### src/rtl/operand_fetch_stage_pkg.sv
// Shared CPU definitions for the operand-fetch slice.
//  rfNum       : number of architectural GPRs (r0 hardwired to zero)
//  PAYLOAD_W   : width of the opaque decoded-control payload
//  Gr / DType  : register index and data word types
//  of_ex_bus_t : operand-fetch -> execute pipeline register contents
package cpuDefine;

    localparam int rfNum     = 32;
    localparam int PAYLOAD_W = 64;

    typedef logic [4:0]  Gr;
    typedef logic [31:0] DType;

    typedef struct packed {
        DType                 rj_val;
        DType                 rk_val;
        Gr                    rd;
        logic                 wen;
        logic [PAYLOAD_W-1:0] payload;
    } of_ex_bus_t;

endpackage

### src/rtl/operand_fetch_stage_scoreboard.sv
// rf_scoreboard: per-register pending-write counters.
//  inc_en/inc_rd : an issued instruction will write inc_rd
//  wb_en/wb_rd   : writeback retires a write to wb_rd this cycle
//  fl_en/fl_rd   : a squashed instruction will never write fl_rd
//  q_rj/q_rk     : source lookups -> busy_rj/busy_rk
//  q_rd          : destination lookup -> full_rd (counter at max)
module rf_scoreboard
    import cpuDefine::*;
#(
    parameter int RF_NUM = rfNum,
    parameter int PEND_W = 2
) (
    input  logic clk,
    input  logic reset,
    input  logic inc_en,
    input  Gr    inc_rd,
    input  logic wb_en,
    input  Gr    wb_rd,
    input  logic fl_en,
    input  Gr    fl_rd,
    input  Gr    q_rj,
    input  Gr    q_rk,
    input  Gr    q_rd,
    output logic busy_rj,
    output logic busy_rk,
    output logic full_rd
);

    localparam logic [PEND_W-1:0] PEND_MAX = '1;
    localparam logic [PEND_W-1:0] PEND_ONE = PEND_W'(1);

    logic [RF_NUM-1:0][PEND_W-1:0] pend_q, pend_d;
    logic [RF_NUM-1:0]             uflow;

    // Net counter update: +inc, -wb, -flush. Returns {underflow, next}.
    function automatic logic [PEND_W:0] step(input logic [PEND_W-1:0] cur,
                                             input logic inc,
                                             input logic [1:0] dn);
        logic [PEND_W+1:0] up, dn_w, res;
        up   = {2'b00, cur} + (PEND_W+2)'(inc);
        dn_w = (PEND_W+2)'(dn);
        res  = up - dn_w;
        if (up < dn_w) step = {1'b1, {PEND_W{1'b0}}};
        else           step = {1'b0, res[PEND_W-1:0]};
    endfunction

    // A register retiring its last pending write this cycle is readable
    // through the regfile bypass, so it does not count as busy.
    function automatic logic busy(input Gr r);
        busy = (r != '0) && (pend_q[r] != '0) &&
               !(wb_en && (wb_rd == r) && (pend_q[r] == PEND_ONE));
    endfunction

    always_comb begin
        pend_d = pend_q;
        uflow  = '0;
        for (int r = 1; r < RF_NUM; r++) begin
            logic [1:0]      dn;
            logic [PEND_W:0] s;
            dn = {1'b0, (wb_en && (wb_rd == Gr'(r)))} +
                 {1'b0, (fl_en && (fl_rd == Gr'(r)))};
            s  = step(pend_q[r], inc_en && (inc_rd == Gr'(r)), dn);
            uflow[r]  = s[PEND_W];
            pend_d[r] = s[PEND_W-1:0];
        end
    end

    always_ff @(posedge clk or posedge reset) begin
        if (reset) pend_q <= '0;
        else       pend_q <= pend_d;
    end

    assign busy_rj = busy(q_rj);
    assign busy_rk = busy(q_rk);
    assign full_rd = (q_rd != '0) && (pend_q[q_rd] == PEND_MAX);

    // Retiring a write that was never issued is a protocol error.
    a_no_underflow: assert property (@(posedge clk) disable iff (reset) uflow == '0);

endmodule

### src/rtl/operand_fetch_stage.sv
// operand_fetch_stage: register-read / issue stage between decode and execute.
//  Decode side  : id_valid/id_ready handshake, source/dest indices, payload
//  Regfile side : rf_*_idx read indices (straight from decode), rf_*_data
//  Writeback    : wb_en/wb_rd retire pending writes in the scoreboard
//  Execute side : ex_valid/ex_ready handshake, captured operands and control
//  flush        : squashes the output-register instruction and blocks issue
module operand_fetch_stage
    import cpuDefine::*;
#(
    parameter int RF_NUM = rfNum,
    parameter int PEND_W = 2
) (
    input  logic                 clk,
    input  logic                 reset,
    input  logic                 flush,
    input  logic                 id_valid,
    output logic                 id_ready,
    input  Gr                    id_rj,
    input  Gr                    id_rk,
    input  Gr                    id_rd,
    input  logic                 id_use_rj,
    input  logic                 id_use_rk,
    input  logic                 id_wen,
    input  logic [PAYLOAD_W-1:0] id_payload,
    output Gr                    rf_rj_idx,
    output Gr                    rf_rk_idx,
    input  DType                 rf_rj_data,
    input  DType                 rf_rk_data,
    input  logic                 wb_en,
    input  Gr                    wb_rd,
    output logic                 ex_valid,
    input  logic                 ex_ready,
    output DType                 ex_rj_val,
    output DType                 ex_rk_val,
    output Gr                    ex_rd,
    output logic                 ex_wen,
    output logic [PAYLOAD_W-1:0] ex_payload
);

    logic       ex_valid_q, ex_valid_d;
    of_ex_bus_t ex_q, ex_d;
    logic       busy_rj, busy_rk, full_rd;
    logic       src_rj, src_rk, hazard, accept;

    assign rf_rj_idx = id_rj;
    assign rf_rk_idx = id_rk;

    assign src_rj = id_use_rj && (id_rj != '0);
    assign src_rk = id_use_rk && (id_rk != '0);

    // A writer whose destination counter is saturated must wait, otherwise
    // the counter would wrap and lose track of in-flight writes.
    assign hazard   = (src_rj && busy_rj) || (src_rk && busy_rk) ||
                      (id_wen && full_rd);
    assign id_ready = !flush && !hazard && (!ex_valid_q || ex_ready);
    assign accept   = id_valid && id_ready;

    rf_scoreboard #(
        .RF_NUM (RF_NUM),
        .PEND_W (PEND_W)
    ) u_sb (
        .clk     (clk),
        .reset   (reset),
        .inc_en  (accept && id_wen && (id_rd != '0)),
        .inc_rd  (id_rd),
        .wb_en   (wb_en),
        .wb_rd   (wb_rd),
        .fl_en   (flush && ex_valid_q && ex_q.wen && (ex_q.rd != '0)),
        .fl_rd   (ex_q.rd),
        .q_rj    (id_rj),
        .q_rk    (id_rk),
        .q_rd    (id_rd),
        .busy_rj (busy_rj),
        .busy_rk (busy_rk),
        .full_rd (full_rd)
    );

    // flush beats accept; accept beats drain; otherwise hold.
    always_comb begin
        ex_valid_d = ex_valid_q;
        ex_d       = ex_q;
        if (flush) begin
            ex_valid_d = 1'b0;
            ex_d       = '0;
        end else if (accept) begin
            ex_valid_d     = 1'b1;
            ex_d.rj_val    = src_rj ? rf_rj_data : '0;
            ex_d.rk_val    = src_rk ? rf_rk_data : '0;
            ex_d.rd        = id_rd;
            ex_d.wen       = id_wen;
            ex_d.payload   = id_payload;
        end else if (ex_ready) begin
            ex_valid_d = 1'b0;
            ex_d       = '0;
        end
    end

    always_ff @(posedge clk or posedge reset) begin
        if (reset) begin
            ex_valid_q <= 1'b0;
            ex_q       <= '0;
        end else begin
            ex_valid_q <= ex_valid_d;
            ex_q       <= ex_d;
        end
    end

    assign ex_valid   = ex_valid_q;
    assign ex_rj_val  = ex_q.rj_val;
    assign ex_rk_val  = ex_q.rk_val;
    assign ex_rd      = ex_q.rd;
    assign ex_wen     = ex_q.wen;
    assign ex_payload = ex_q.payload;

endmodule

### config.mk
export PLATFORM = sky130hd
export DESIGN_NAME = operand_fetch_stage
export DESIGN_NICKNAME = d
export VERILOG_FILES = /design/src/rtl/operand_fetch_stage_pkg.sv /design/src/rtl/operand_fetch_stage_scoreboard.sv /design/src/rtl/operand_fetch_stage.sv
export SDC_FILE = /design/constraint.sdc
export NUM_CORES = 1
export LEC_CHECK = 0
export BUFFER_PORTS_ARGS = -buffer_cell sky130_fd_sc_hd__buf_2
export CORE_AREA = 2 2 119 236
export CTS_BUF_LIST = sky130_fd_sc_hd__clkbuf_4 sky130_fd_sc_hd__clkbuf_8
export DETAILED_ROUTE_END_ITERATION = 6
export DIE_AREA = 0 0 121 238
export PLACE_DENSITY = 0.78
export SYNTH_ARGS = -nofsm -noshare
export SYNTH_HDL_FRONTEND = slang
export SYNTH_SLANG_ARGS = --single-unit
### constraint.sdc
create_clock -name clk -period 5.8 [get_ports clk]
set_input_delay 0.29 -clock clk [delete_from_list [all_inputs] [get_ports clk]]
set_output_delay 0.29 -clock clk [all_outputs]
set_load 0.01 [all_outputs]
==> results of run 1 <==
## cells in the mapped netlist, drive strengths merged, types with 5 or more instances
cell and instances:
nand2b 10, buf 42, mux4 24, dfrtp 197, ha 124, or3 5, fa 31, clkbuf 42
mux2 6, nor4b 32, nor2 136, nand2 231, a21oi 14, nand3 15, o21ai 11, inv 138
o22ai 7, and2 31, nor3 11, xnor2 37, nor3b 20, mux2i 173
## tightest hold or removal path: stages
cell and delay, ps:
buf_2 100, nand2_1 50, mux2i_1 70
## power breakdown
group	leakage (nW)	switching, mW	internal (mW)
registers	2.68	0.213	1.53
logic	5.57	0.509	0.440
clock network	0.192	0.579	0.323
total	8.44	1.30	2.29
## how the worst min path moves through the flow
stage                                 to  slack, ps
final                      ex_rk_val[18]         30
after CTS                  ex_rk_val[18]        0.6
after floorplan            ex_payload[0]        420
after global placement    ex_payload[16]        430
after detailed placement  ex_payload[60]        430
after global routing       ex_rk_val[27]          4
## cell type report
| type | count | area [um^2] | area share, % |
|---|---|---|---|
| multi-input cells | 959 | 7620 | 46.1 |
| flip-flops and latches | 197 | 4930 | 29.9 |
| repair buffers | 413 | 2610 | 15.8 |
| inverters | 138 | 526 | 3.18 |
| well taps | 348 | 435 | 2.64 |
| clock buffers | 17 | 234 | 1.42 |
| clock inverters | 15 | 155 | 0.940 |
| diodes | 2 | 5.00 | 0.0303 |
## logic make-up after synthesis
| kind of cell | share of synthesized area, % |
|---|---|
| compound gates | 2.53 |
| xor+xnor | 2.65 |
| fa+ha+maj | 16.0 |
| buf+inv | 7.56 |
| flops | 36.4 |
| mux | 17.3 |
| simple gates | 17.6 |
## registers in the layout, indices dropped and copies added (netlist names)
signal / count
ex_payload: 64
u_sb.pend_q: 62
ex_rj_val: 32
ex_rk_val: 32
ex_rd: 5
ex_valid: 1
ex_wen: 1
## per-layer routing
metal	up-vias	wire, um	GRT usage [%]
met2	639	21900	52.4
met5	-	11	0
met3	241	2980	6.67
met4	2	4320	26.6
met1	5590	14300	30.8
li1	5238	-	-
## what timing repair did
action | CTS | global route
hold buffers | 99 | 0
setup endpoints to repair | 0 | 0
endpoints found under the hold margin | 179 | 0
==> flow_metrics.env, run 1 <==
export IMPL_worstHoldStart="rf_rk_data[18]"
export IMPL_grt_pass1_wl_mm=67.1
export IMPL_vias=11700
export IMPL_async_reset_ff_share_pct=100
export IMPL_min_path_type="input pin to flop"
export IMPL_clock_sinks=197
export IMPL_antenna_left=0
export IMPL_placed_cell_area_mm2=0.0151
export IMPL_insertion_delay_ps=510
export IMPL_fin_crit_sh_pct=74.9
export IMPL_postCtsSetupRepairBufs=0
export IMPL_wl_mm=43.5
export IMPL_syn_inst=1378
export IMPL_crit_path_end_kind="flop"
export IMPL_hold_viol_final=0
export IMPL_final_cell_mix="buf_2, nand2_1, dfrtp_1"
export IMPL_syn_nets=1690
export IMPL_cts_tree="yes"
export IMPL_synth_seq_cells=197
export IMPL_place_ws_ps=1200
export IMPL_area_growth_pct=21.7
export IMPL_cts_reportedPaths_clkPinSlew_ps=110
export IMPL_die_h_um=238
export IMPL_vdd_drop_max_v=0.000173
export IMPL_htree_levels=4
export IMPL_hold_path_depth=3
export IMPL_startpoint="id_rk[0]"
export IMPL_postLayoutCellArea_mm2=0.0165
export IMPL_r2r_start="u_sb.pend_q[46]"
export IMPL_synth_area_leaders="dfrtp_1, mux2i_1, ha_1"
export IMPL_grt_max_degree=84
export IMPL_ios=303
export IMPL_wl_per_cell_um=20.8
export IMPL_yosys_area_top_type_share_pct=36.4
export IMPL_tightest_slew_ps=944
export IMPL_crit_slowest_cell="buf_2"
export IMPL_critPathBufInv=2
export IMPL_hold_ws_ps=28.0
export IMPL_die_x_um=121
export IMPL_port_buffers=302
export IMPL_first_iter_violations=782
export IMPL_setup_violations_final=0
export IMPL_power_total_mw=3.59
export IMPL_worstPathRequired_ps=6210
export IMPL_fin_util_pct=61.3
export IMPL_grt_usage_pct=30.6
export IMPL_cts_repair_resized=0
export IMPL_die_area_mm2=0.0288
export IMPL_outcome="finished, final reports clean"
export IMPL_syn_area_mm2=0.0136
export IMPL_startpoint_type="input pin"
export IMPL_fin_setup_tns_ps=0
export IMPL_crit_path_max_incr_delay_ps=660
export IMPL_fmax_mhz=230
export IMPL_yosys_warnings=0
export IMPL_worstSetupEndpoint="u_sb.pend_q[18]"
export IMPL_critPathArrivalTime_ps=4760
export IMPL_clockBufferDepth=2
export IMPL_synth_largest_area_cell="dfrtp_1"
export IMPL_num_rows=85
export IMPL_path_common_cell="nor2_1"
export IMPL_maxSlewViolCount=0
export IMPL_tritoncts_num_buffers=17
export IMPL_hpwl_mm=30.9
export IMPL_via_per_inst=5.61
export IMPL_synth_edf_count=0
export IMPL_stdcell_count=2089
export IMPL_ys_seq_area_share_pct=36.4
export IMPL_first_global_vias=12500
export IMPL_grt_setup_unrepaired="no"
export IMPL_drive_above_1_share_pct=22.4
export IMPL_drc_errors=0
export IMPL_path_class="input pin to flop"
export IMPL_final_min_clock_period_ps=4350
export IMPL_nets=2038
export IMPL_worst_path_max_fanout=31
export IMPL_grt_ovfl_total=0
export IMPL_setup_ws_ps=1450
export IMPL_leakagePower_nw=8.44
export IMPL_relSlewSlack_pct=36.1
export IMPL_layout_commonest_cell="buf_2"
export IMPL_r2r_slack_ps=1510
export IMPL_synth_cell_types=50
export IMPL_avgSynthCellArea_um2=9.84
export IMPL_r2r_end="u_sb.pend_q[18]"
export IMPL_cellPowerDensity_mw_per_mm2=218
export IMPL_maxCapViolCount=0
export IMPL_antenna_found_initial=3
export IMPL_core_area_mm2=0.0269
export IMPL_synthFlopType="dfrtp_1"
export IMPL_cp_num_cells=14
export IMPL_n_fill_cell=2209
export IMPL_finalWeightedCongestion=1.02
export IMPL_cts_root_buf="clkbuf_8"
export IMPL_first_pass_iters=7
export IMPL_critPathTopFamily="simple AND/OR/NAND/NOR gates"
export IMPL_fin_skew_ps=11.9
export IMPL_cp_cell_sequence="buf_2, mux2i_1, o22ai_1, or3_1, nand4_1, o311ai_1, nor4b_4, buf_4, nor4b_1, ha_1, fa_1, nor3b_1, nor2_1, nor2_1"
export IMPL_start_util_pct=50.4
export IMPL_reg2reg_depth=13
export IMPL_dp_cells=1956
Note: power is estimated with default switching activity, not from simulation.
==> run 2: changes to the inputs <==
- PLACE_DENSITY: 0.78 -> 0.75
- clock period: 5.8 -> 4.2 ns (I/O delays scaled with it)
==> flow_metrics.env, run 2 (synthesized netlist as in run 1, its figures left out) <==
export IMPL_first_global_vias=12700
export IMPL_ios=303
export IMPL_leakagePower_nw=8.66
export IMPL_grt_max_degree=143
export IMPL_grt_setup_unrepaired="no"
export IMPL_antenna_found_initial=2
export IMPL_grt_busiest_layer="met2"
export IMPL_htree_levels=4
export IMPL_relSlewSlack_pct=25.7
export IMPL_via_per_inst=5.53
export IMPL_worst_path_max_fanout=9
export IMPL_dp_cells=1976
export IMPL_fin_crit_sh_pct=91.2
export IMPL_clock_sinks=197
export IMPL_outcome="finished, final reports clean"
export IMPL_grt_pass1_wl_mm=65.9
export IMPL_tritoncts_num_buffers=17
export IMPL_hpwl_mm=30.2
export IMPL_cts_tree="yes"
export IMPL_first_iter_violations=908
export IMPL_critPathArrivalTime_ps=4240
export IMPL_drc_errors=0
export IMPL_setup_ws_ps=368
export IMPL_port_buffers=302
export IMPL_cellPowerDensity_mw_per_mm2=293
export IMPL_cts_root_buf="clkbuf_8"
export IMPL_largest_register_ffs=64
export IMPL_finalWeightedCongestion=0.984
export IMPL_final_cell_mix="buf_2, nand2_1, dfrtp_1"
export IMPL_met2_usage_pct=53.0
export IMPL_core_area_mm2=0.0269
export IMPL_startpoint_type="flop"
export IMPL_nets=2086
export IMPL_setup_violations_final=0
export IMPL_postCtsSetupRepairBufs=0
export IMPL_cts_repair_resized=0
export IMPL_fin_setup_tns_ps=0
export IMPL_vdd_drop_max_v=0.000180
export IMPL_fin_skew_ps=17.6
export IMPL_crit_path_end_kind="flop"
export IMPL_clockBufferDepth=2
export IMPL_path_class="flop to flop"
export IMPL_insertion_delay_ps=510
export IMPL_tightest_slew_ps=1110
export IMPL_hold_viol_final=0
export IMPL_worstPathRequired_ps=4610
export IMPL_min_path_type="input pin to flop"
export IMPL_area_growth_pct=25.0
export IMPL_cts_reportedPaths_clkPinSlew_ps=100
export IMPL_vias=11800
export IMPL_grt_ovfl_total=0
export IMPL_wl_per_cell_um=19.8
export IMPL_die_area_mm2=0.0288
export IMPL_maxSlewViolCount=0
export IMPL_fmax_mhz=261
export IMPL_wl_mm=42.3
export IMPL_start_util_pct=50.4
export IMPL_grtUsageMet1_pct=29.7
export IMPL_final_min_clock_period_ps=3830
export IMPL_grtUsageMet3_pct=5.78
export IMPL_layout_commonest_cell="buf_2"
export IMPL_stdcell_count=2137
export IMPL_die_h_um=238
export IMPL_grt_usage_pct=29.7
export IMPL_drive_above_1_share_pct=22.9
export IMPL_place_ws_ps=44.1
export IMPL_antenna_left=0
export IMPL_maxCapViolCount=0
export IMPL_num_rows=85
export IMPL_ctsHoldBuffers=127
export IMPL_first_pass_iters=5
export IMPL_die_x_um=121
export IMPL_n_fill_cell=2106
==> run 2: changes by cell type in the layout (fill, tap and decap cells not counted), sizes merged <==
cell         change
clkinv           -2
inv              -3
clkinvlp         +1
dlygate4sd3     +28
buf             +20
clkbuf           +3
bufinv           +1
==> run 2: cell type report <==
class                           count  area, um^2  area share (%)
Multi-Input combinational cell    959        7620            44.9
Inverter                          138         522            3.08
Tap cell                          348         435            2.57
Timing Repair Buffer              461        3050            18.0
Antenna cell                        2        5.00          0.0295
Clock inverter                     12         133           0.782
Clock buffer                       20         263            1.55
Sequential cell                   197        4930            29.1
==> run 2: worst paths after layout <==
path | startpoint | endpoint | slack, ps | cells after the start
worst max-delay path | u_sb.pend_q[31] | u_sb.pend_q[23] | 370 | 12
worst min-delay path | rf_rk_data[31] | ex_rk_val[31] | 40 | 3
worst max register to register | u_sb.pend_q[31] | u_sb.pend_q[23] | 370 | 12
worst min register to register | ex_rj_val[28] | ex_rj_val[28] | 530 | 2
max in group asynchronous | reset | ex_payload[57] | 3100 | 4
min in group asynchronous | reset | ex_rj_val[0] | 530 | 4
==> run 2: metrics by stage <==
| step | total power [mW] | instance area, um^2 | hold WS [ps] | utilization [%] |
|---|---|---|---|---|
| floorplan | 3.16 | 13600 | 341 | - |
| global placement | 3.57 | 15300 | 444 | 56.8 |
| detailed placement | 3.61 | 15300 | 453 | 56.8 |
| CTS | 4.98 | 16900 | 0.0523 | 63.0 |
| global route | 5.21 | 17000 | 18.5 | 63.0 |
| finish | 4.96 | 17000 | 44.1 | 63.0 |
==> run 2: layer usage <==
layer  vias up  share of wire (%)
li1       5325                  -
met2       564                 52
met3       211                6.5
met5         -                  0
met4         0                8.1
met1      5707                 34
==> run 2: power breakdown <==
group,leakage (nW),internal [mW],switching (mW)
Clock,0.198,0.518,0.745
Sequential,2.68,2.11,0.279
Combinational,5.78,0.630,0.677
Total,8.66,3.26,1.70
==> run 2: worst max-delay path: stages (launching register included) <==
cell	delay [ps]
dfrtp_1	490
mux4_2	500
nor2_1	100
a31oi_1	80
a31oi_1	270
o311ai_2	180
nor4b_4	380
buf_4	230
nor4b_1	460
ha_1	300
fa_1	460
xnor2_1	140
and2_1	150
